===== src/rtl/video_timing_gen.sv =====
// Raster timing generator: free-running h/v counters decoded into syncs, valid, coordinates and start pulses.
// Optional colour-bar test pattern on tp_* when VIDEO_TIMING_GEN_TEST_PATTERN_EN is defined.
module video_timing_gen #(
  parameter int H_ACTIVE   = 1280,
  parameter int H_FP       = 110,
  parameter int H_SYNC     = 40,
  parameter int H_BP       = 220,
  parameter int V_ACTIVE   = 720,
  parameter int V_FP       = 5,
  parameter int V_SYNC     = 5,
  parameter int V_BP       = 20,
  parameter bit H_SYNC_POL = 1'b1,
  parameter bit V_SYNC_POL = 1'b1,
  parameter int CNT_W      = 12
) (
  input  logic             clk_i,
  input  logic             rst_i,
  input  logic             en_i,
  output logic             h_sync_o,
  output logic             v_sync_o,
  output logic             px_data_valid_o,
  output logic [CNT_W-1:0] x_o,
  output logic [CNT_W-1:0] y_o,
  output logic             line_start_o,
  output logic             frame_start_o,
  output logic [7:0]       tp_r_o,
  output logic [7:0]       tp_g_o,
  output logic [7:0]       tp_b_o
);

  localparam int H_TOTAL = H_ACTIVE + H_FP + H_SYNC + H_BP;
  localparam int V_TOTAL = V_ACTIVE + V_FP + V_SYNC + V_BP;

  if (H_ACTIVE == 0 || H_FP == 0 || H_SYNC == 0 || H_BP == 0 ||
      V_ACTIVE == 0 || V_FP == 0 || V_SYNC == 0 || V_BP == 0 || CNT_W == 0) begin : g_zero_param
    $error("video_timing_gen: timing parameters and CNT_W must be non-zero");
  end
  if (H_TOTAL > (1 << CNT_W) || V_TOTAL > (1 << CNT_W)) begin : g_width_param
    $error("video_timing_gen: CNT_W too narrow for H_TOTAL/V_TOTAL");
  end

  localparam logic [CNT_W-1:0] H_LAST   = CNT_W'(H_TOTAL - 1);
  localparam logic [CNT_W-1:0] V_LAST   = CNT_W'(V_TOTAL - 1);
  localparam logic [CNT_W-1:0] H_ACT    = CNT_W'(H_ACTIVE);
  localparam logic [CNT_W-1:0] V_ACT    = CNT_W'(V_ACTIVE);
  localparam logic [CNT_W-1:0] H_SYNC_S = CNT_W'(H_ACTIVE + H_FP);
  localparam logic [CNT_W-1:0] H_SYNC_E = CNT_W'(H_ACTIVE + H_FP + H_SYNC);
  localparam logic [CNT_W-1:0] V_SYNC_S = CNT_W'(V_ACTIVE + V_FP);
  localparam logic [CNT_W-1:0] V_SYNC_E = CNT_W'(V_ACTIVE + V_FP + V_SYNC);

  typedef struct packed {
    logic             h_sync;
    logic             v_sync;
    logic             valid;
    logic [CNT_W-1:0] x;
    logic [CNT_W-1:0] y;
    logic             line_start;
    logic             frame_start;
  } out_t;

  logic [CNT_W-1:0] h_cnt_d, h_cnt_q, v_cnt_d, v_cnt_q;
  out_t             out_d, out_q;

  // NOTE: every path starts from a default so no signal can hold through a latch.
  always_comb begin
    h_cnt_d           = h_cnt_q;
    v_cnt_d           = v_cnt_q;
    out_d             = out_q;
    out_d.valid       = 1'b0;
    out_d.line_start  = 1'b0;
    out_d.frame_start = 1'b0;
    if (en_i) begin
      out_d.valid       = (h_cnt_q < H_ACT) && (v_cnt_q < V_ACT);
      out_d.h_sync      = ((h_cnt_q >= H_SYNC_S) && (h_cnt_q < H_SYNC_E)) ? H_SYNC_POL : ~H_SYNC_POL;
      out_d.v_sync      = ((v_cnt_q >= V_SYNC_S) && (v_cnt_q < V_SYNC_E)) ? V_SYNC_POL : ~V_SYNC_POL;
      out_d.x           = h_cnt_q;
      out_d.y           = v_cnt_q;
      out_d.line_start  = (h_cnt_q == '0);
      out_d.frame_start = (h_cnt_q == '0) && (v_cnt_q == '0);
      if (h_cnt_q == H_LAST) begin
        h_cnt_d = '0;
        v_cnt_d = (v_cnt_q == V_LAST) ? '0 : v_cnt_q + 1'b1;
      end else begin
        h_cnt_d = h_cnt_q + 1'b1;
      end
    end
  end

  // NOTE: sequential state uses non-blocking assignments; syncs reset to their inactive level.
  always_ff @(posedge clk_i or posedge rst_i) begin
    if (rst_i) begin
      h_cnt_q      <= '0;
      v_cnt_q      <= '0;
      out_q        <= '0;
      out_q.h_sync <= ~H_SYNC_POL;
      out_q.v_sync <= ~V_SYNC_POL;
    end else begin
      h_cnt_q <= h_cnt_d;
      v_cnt_q <= v_cnt_d;
      out_q   <= out_d;
    end
  end

  assign h_sync_o        = out_q.h_sync;
  assign v_sync_o        = out_q.v_sync;
  assign px_data_valid_o = out_q.valid;
  assign x_o             = out_q.x;
  assign y_o             = out_q.y;
  assign line_start_o    = out_q.line_start;
  assign frame_start_o   = out_q.frame_start;

`ifdef VIDEO_TIMING_GEN_TEST_PATTERN_EN
  logic [2:0]  bar;
  logic [23:0] tp_d, tp_q;

  // Bar index counts how many of the 7 bar boundaries h_cnt*8 has reached, avoiding a divider.
  always_comb begin
    bar = '0;
    for (int k = 1; k < 8; k++) begin
      if ({h_cnt_q, 3'b000} >= (CNT_W+3)'(k * H_ACTIVE)) bar = bar + 3'd1;
    end
    tp_d = '0;
    if (out_d.valid) tp_d = {{8{~bar[1]}}, {8{~bar[2]}}, {8{~bar[0]}}};
  end

  always_ff @(posedge clk_i or posedge rst_i) begin
    if (rst_i) tp_q <= '0;
    else       tp_q <= tp_d;
  end

  assign {tp_r_o, tp_g_o, tp_b_o} = tp_q;
`else
  assign tp_r_o = '0;
  assign tp_g_o = '0;
  assign tp_b_o = '0;
`endif

endmodule


===== config.mk =====
export PLATFORM = sky130hd
export DESIGN_NAME = video_timing_gen
export DESIGN_NICKNAME = d
export VERILOG_FILES = /design/src/rtl/video_timing_gen.sv
export SDC_FILE = /design/constraint.sdc
export NUM_CORES = 1
export LEC_CHECK = 0
export CAP_MARGIN = 15
export CORE_MARGIN = 5
export CORE_UTILIZATION = 51
export DETAILED_ROUTE_END_ITERATION = 16
export GPL_ROUTABILITY_DRIVEN = 0
export PLACE_DENSITY_LB_ADDON = 0.05
export SLEW_MARGIN = 20
export SYNTH_ARGS = -nofsm -noshare
export SYNTH_HDL_FRONTEND = slang
export SYNTH_SLANG_ARGS = --single-unit

===== constraint.sdc =====
create_clock -name clk_i -period 2.15 [get_ports clk_i]
set_input_delay 0.5375 -clock clk_i [delete_from_list [all_inputs] [get_ports clk_i]]
set_output_delay 0.5375 -clock clk_i [all_outputs]
set_load 0.005 [all_outputs]

# ---- Yosys cells after proc, flatten, opt, wreduce, memory -nomap -nowiden
# Index checks and enable logic that the tools add are counted.
# Widths: inputs -> output; s select.
dict set report totals {
  ff_bits 53
  in_bits 3
  output_inout_bits 53
}
dict set report op_classes {
  n_addsub 2
  n_lt_le_gt_ge 6
  n_eq_ne 2
  mux 5
  n_reduce_logical 7
}
# operator n
set ops {}
lappend ops {{$mux 27} 1}
lappend ops {{$add 12x1->12 const B} 2}
lappend ops {{$logic_not 12->1} 2}
lappend ops {{$lt 12x10->1 const B} 2}
lappend ops {{$lt 12x11->1 const B} 2}
lappend ops {{$mux 12} 2}
lappend ops {{$eq 12x10->1 const B} 1}
lappend ops {{$eq 12x11->1 const B} 1}
lappend ops {{$ge 12x10->1 const B} 1}
lappend ops {{$ge 12x11->1 const B} 1}
lappend ops {{$logic_and 1x1->1} 4}
lappend ops {{$mux 1} 2}
lappend ops {{$reduce_and 2->1} 1}

# ---- Logic depth before layout (Yosys ltp)
dict set report depth {
  ltp_word 3
  mapped_depth 7
}

# ---- Worst setup path before layout
# OpenSTA, ideal clock, no wires.
dict set report synth_path {
  kind {input port to flip-flop}
  start {input en_i}
  end {register v_cnt_q[11]}
  setup_time_ns 0.127
  arrival_ns 1.614
  t_required_ns 2.023
  setup_slack_ns 0.409
  cell_stages 6
  path_buffers 2
  path_cell_list {buf_2 and3b_1 and4_1 buf_4 nand4_1 mux2_1}
}
dict set report synth_via {
  elab_chain_cells 1
}
# element line
set synth_rtl {}
lappend synth_rtl {{start: declaration} 18} ;# input logic en_i,
lappend synth_rtl {{$reduce_and 2->1 (no source line)} n/a}
lappend synth_rtl {{end signal: assignment} 99} ;# v_cnt_q <= v_cnt_d;
lappend synth_rtl {{end: declaration} 61} ;# logic [CNT_W-1:0] h_cnt_d, h_cnt_q, v_cnt_d, v_cnt_q;
# No other way between the ends.
# A chain may end at the register's enable or synchronous reset.

==> flow_summary.ini <==
[cells_and_area]
fill_cells = 430
num_antenna_cells = 0
final_layout_size_suffix_gt1_share_pct = 18.5
fin_cells = 362
fin_util_pct = 62.0
syn_to_final_growth_pct = 16.6
layout.nets = 302

[clock_network]
cts_htree_levels = 2
tritoncts = built
root_buffer = clkbuf_8
cts_hold_buf = 0
numCtsBuffers = 5
post_cts_buffers = 0
clkTransAtPathRegs_ns = 0.09
clock_sink_count = 53
cts_resized = 0
cts_max_path_buffers = 2
insertion_delay_ns = 0.30

[die]
die_w_um = 83.2
fp.dieArea_mm2 = 0.00692
core_area_mm2 = 0.00514
die_y_um = 83.2
pin_count = 56
initial_core_util_pct = 53.1
row_count = 26

[critical_path]
critPathMaxFanout = 21
r2r-start = h_cnt_q[2]$_DFFE_PP0P_
cp.arrival_ns = 2.06
worstPathRequired_ns = 2.34
crit_start = en_i
startpoint_type = primary input
worstSetupEndpointType = flop
critPathKind = primary input to flop

[yosys]
yosysWarnings = 0
yosysSeqAreaShare_pct = 48.6
synth_cell_types = 43
synthCells = 250
yosysTopAreaCell = dfrtp_1
yosys-top-cells-area = dfrtp_1 (49%), mux2_2 (9.5%), buf_4 (7.1%)
syn_area_mm2 = 0.00273
synth_top_cell_area_share_pct = 48.6
avgSynthCellArea_um2 = 10.9
yosys_register_bits = 53

[timing]
setup_viol = 0
layout_min_cycle_time_ns = 1.87
min_period_over_period_pct = 86.8
fmaxAchievable_ghz = 0.536
slew_violations = 0
rsz0062_at_grt = no
finalClockSkew_ns = 0.00391
hold_viol = 0

[run_status]
status = finished, final reports clean

[global_route]
grt_overflow_total = 0
grt_usage_pct = 17.2
antenna_found_initial = 0
grt-busiest-layer = met1
grt_util_met1_pct = 25.9
grt_pass1_vias = 1937
gr-usage-met3_pct = 3.86
grt_pass1_wl_um = 9760
grt_max_degree = 28
met2_usage_pct = 24.6

[power_and_ir_drop]
total_power_mw = 2.24
p_per_area_mw_per_mm2 = 704
power_leakage_nw = 1.46
ir_drop_mv = 0.614

[worst_hold_path]
hp-start = x_o[6]$_DFFE_PP0P_
hold_class = flop to flop

[route]
vias = 1883
firstDrtPassIters = 4
postRouteWirelength_um = 5540
wl_per_cell_um = 15.3
drcViolationCount = 0
vias_per_cell = 5.20
first_iter_violations = 174
ant_nets = 0

[job]
timing.max_cap.violations = 0

[placed_design]
portBuffers = 31
placed_cells_incl_taps = 355
dp_hpwl_um = 3970
synth_stat cells (all sizes together):
library cell / n
dfrtp: 53
buf: 35
mux2: 25
nor2: 14
nand4: 12
inv: 11
nand2: 9
nand3: 9
o21ai: 9
ha: 7
xnor2: 7
and3: 6
nor3: 6
a21oi: 4
and4: 4
a31oi: 3
and2: 3
mux2i: 3
nor2b: 3
nor4: 3
nor4b: 3
xor2: 3
a22o: 2
clkbuf: 2
o21a: 2
o32ai: 2
a2111oi: 1
a21o: 1
and3b: 1
conb: 1
nand2b: 1
o211a: 1
o31ai: 1
or2: 1
or3b: 1
or4: 1
sequential cells by signal, indices dropped and copies added, names as in the netlist:
| register | flops |
|---|---|
| line_start_o | 1 |
| x_o | 12 |
| frame_start_o | 1 |
| h_cnt_q | 12 |
| y_o | 12 |
| v_cnt_q | 12 |
| v_sync_o | 1 |
| px_data_valid_o | 1 |
| h_sync_o | 1 |
worst max-delay path, cell delays in order:
cell	delay, ns
clkdlybuf4s50_1	0.48
buf_4	0.28
nand4_1	0.24
nor2_1	0.25
nand3_1	0.12
xnor2_1	0.14
report_power, final:
part	internal (mW)	total, mW	switching, mW	leakage, nW
sequential	1.10	1.19	0.0923	0.688
combinational	0.262	0.495	0.233	0.727
clock	0.256	0.558	0.302	0.0443
path summary, 6_finish.rpt:
path                       cells after the start                      end  slack [ns]
hold reg to reg                                1       x_o[6]$_DFFE_PP0P_        0.51
setup reg to reg                               4  v_cnt_q[11]$_DFFE_PP0P_        0.29
min in group asynchronous                      3       x_o[5]$_DFFE_PP0P_        0.63
hold / removal                                 1       x_o[6]$_DFFE_PP0P_        0.51
max in group asynchronous                      3   v_cnt_q[0]$_DFFE_PP0P_        1.26
setup / recovery                               6  h_cnt_q[11]$_DFFE_PP0P_        0.28
placed cells by master, fill, tap and decap left out, drive strengths merged, types with 3 or more instances in the layout:
cell           instances
nor3                   6
nand3                  9
xor2                   3
nor2                  14
inv                   11
nor2b                  3
nand4                 12
ha                     7
nor4b                  3
and4                   4
and2                   3
nand2                  9
buf                   18
a21oi                  4
o21ai                  9
mux2                  25
clkbuf                 7
dfrtp                 53
mux2i                  3
clkdlybuf4s50         31
a31oi                  3
xnor2                  7
conb                  24
nor4                   3
and3                   6
routing by layer:
metal / up-vias / wire length [um] / share of wire (%)
li1: 911 / - / -
met1: 903 / 2750 / 50
met2: 63 / 2400 / 43
met3: 6 / 345 / 6.2
met4: 0 / 56 / 1.0
met5: - / 0 / 0
through the flow:
step | area, um^2 | hold WS, ns | TNS [ns] | worst slack (ns)
floorplan | 2820 | 0.487 | 0 | 0.326
global placement | 3100 | 0.489 | -0.0000879 | -0.0000879
detailed placement | 3100 | 0.494 | -0.0551 | -0.0393
CTS | 3180 | 0.515 | 0 | 0.280
global route | 3180 | 0.526 | 0 | 0.156
finish | 3180 | 0.511 | 0 | 0.283
area by class of cell:
type / count / area (um^2) / share of cell area [%]
Sequential cell: 53 / 1330 / 41.7
Multi-Input combinational cell: 172 / 1200 / 37.6
Timing Repair Buffer: 49 / 445 / 14.0
Tap cell: 70 / 87.6 / 2.75
Clock buffer: 7 / 86.3 / 2.71
Inverter: 11 / 41.3 / 1.30
kinds of logic (layout without fill, tap and decap cells):
logic type	after synthesis	after routing	synth area share [%]
AND/OR/NAND/NOR	77	77	16.5
flip-flops	53	53	48.6
buffers and inverters	48	67	10.7
multiplexers	28	28	11.4
AO/OA/AOI/OAI	26	26	6.23
XOR/XNOR	10	10	3.21
adder cells (fa/ha/maj)	7	7	3.21
other	1	24	0.137
Note: power is estimated with default switching activity, not from simulation.
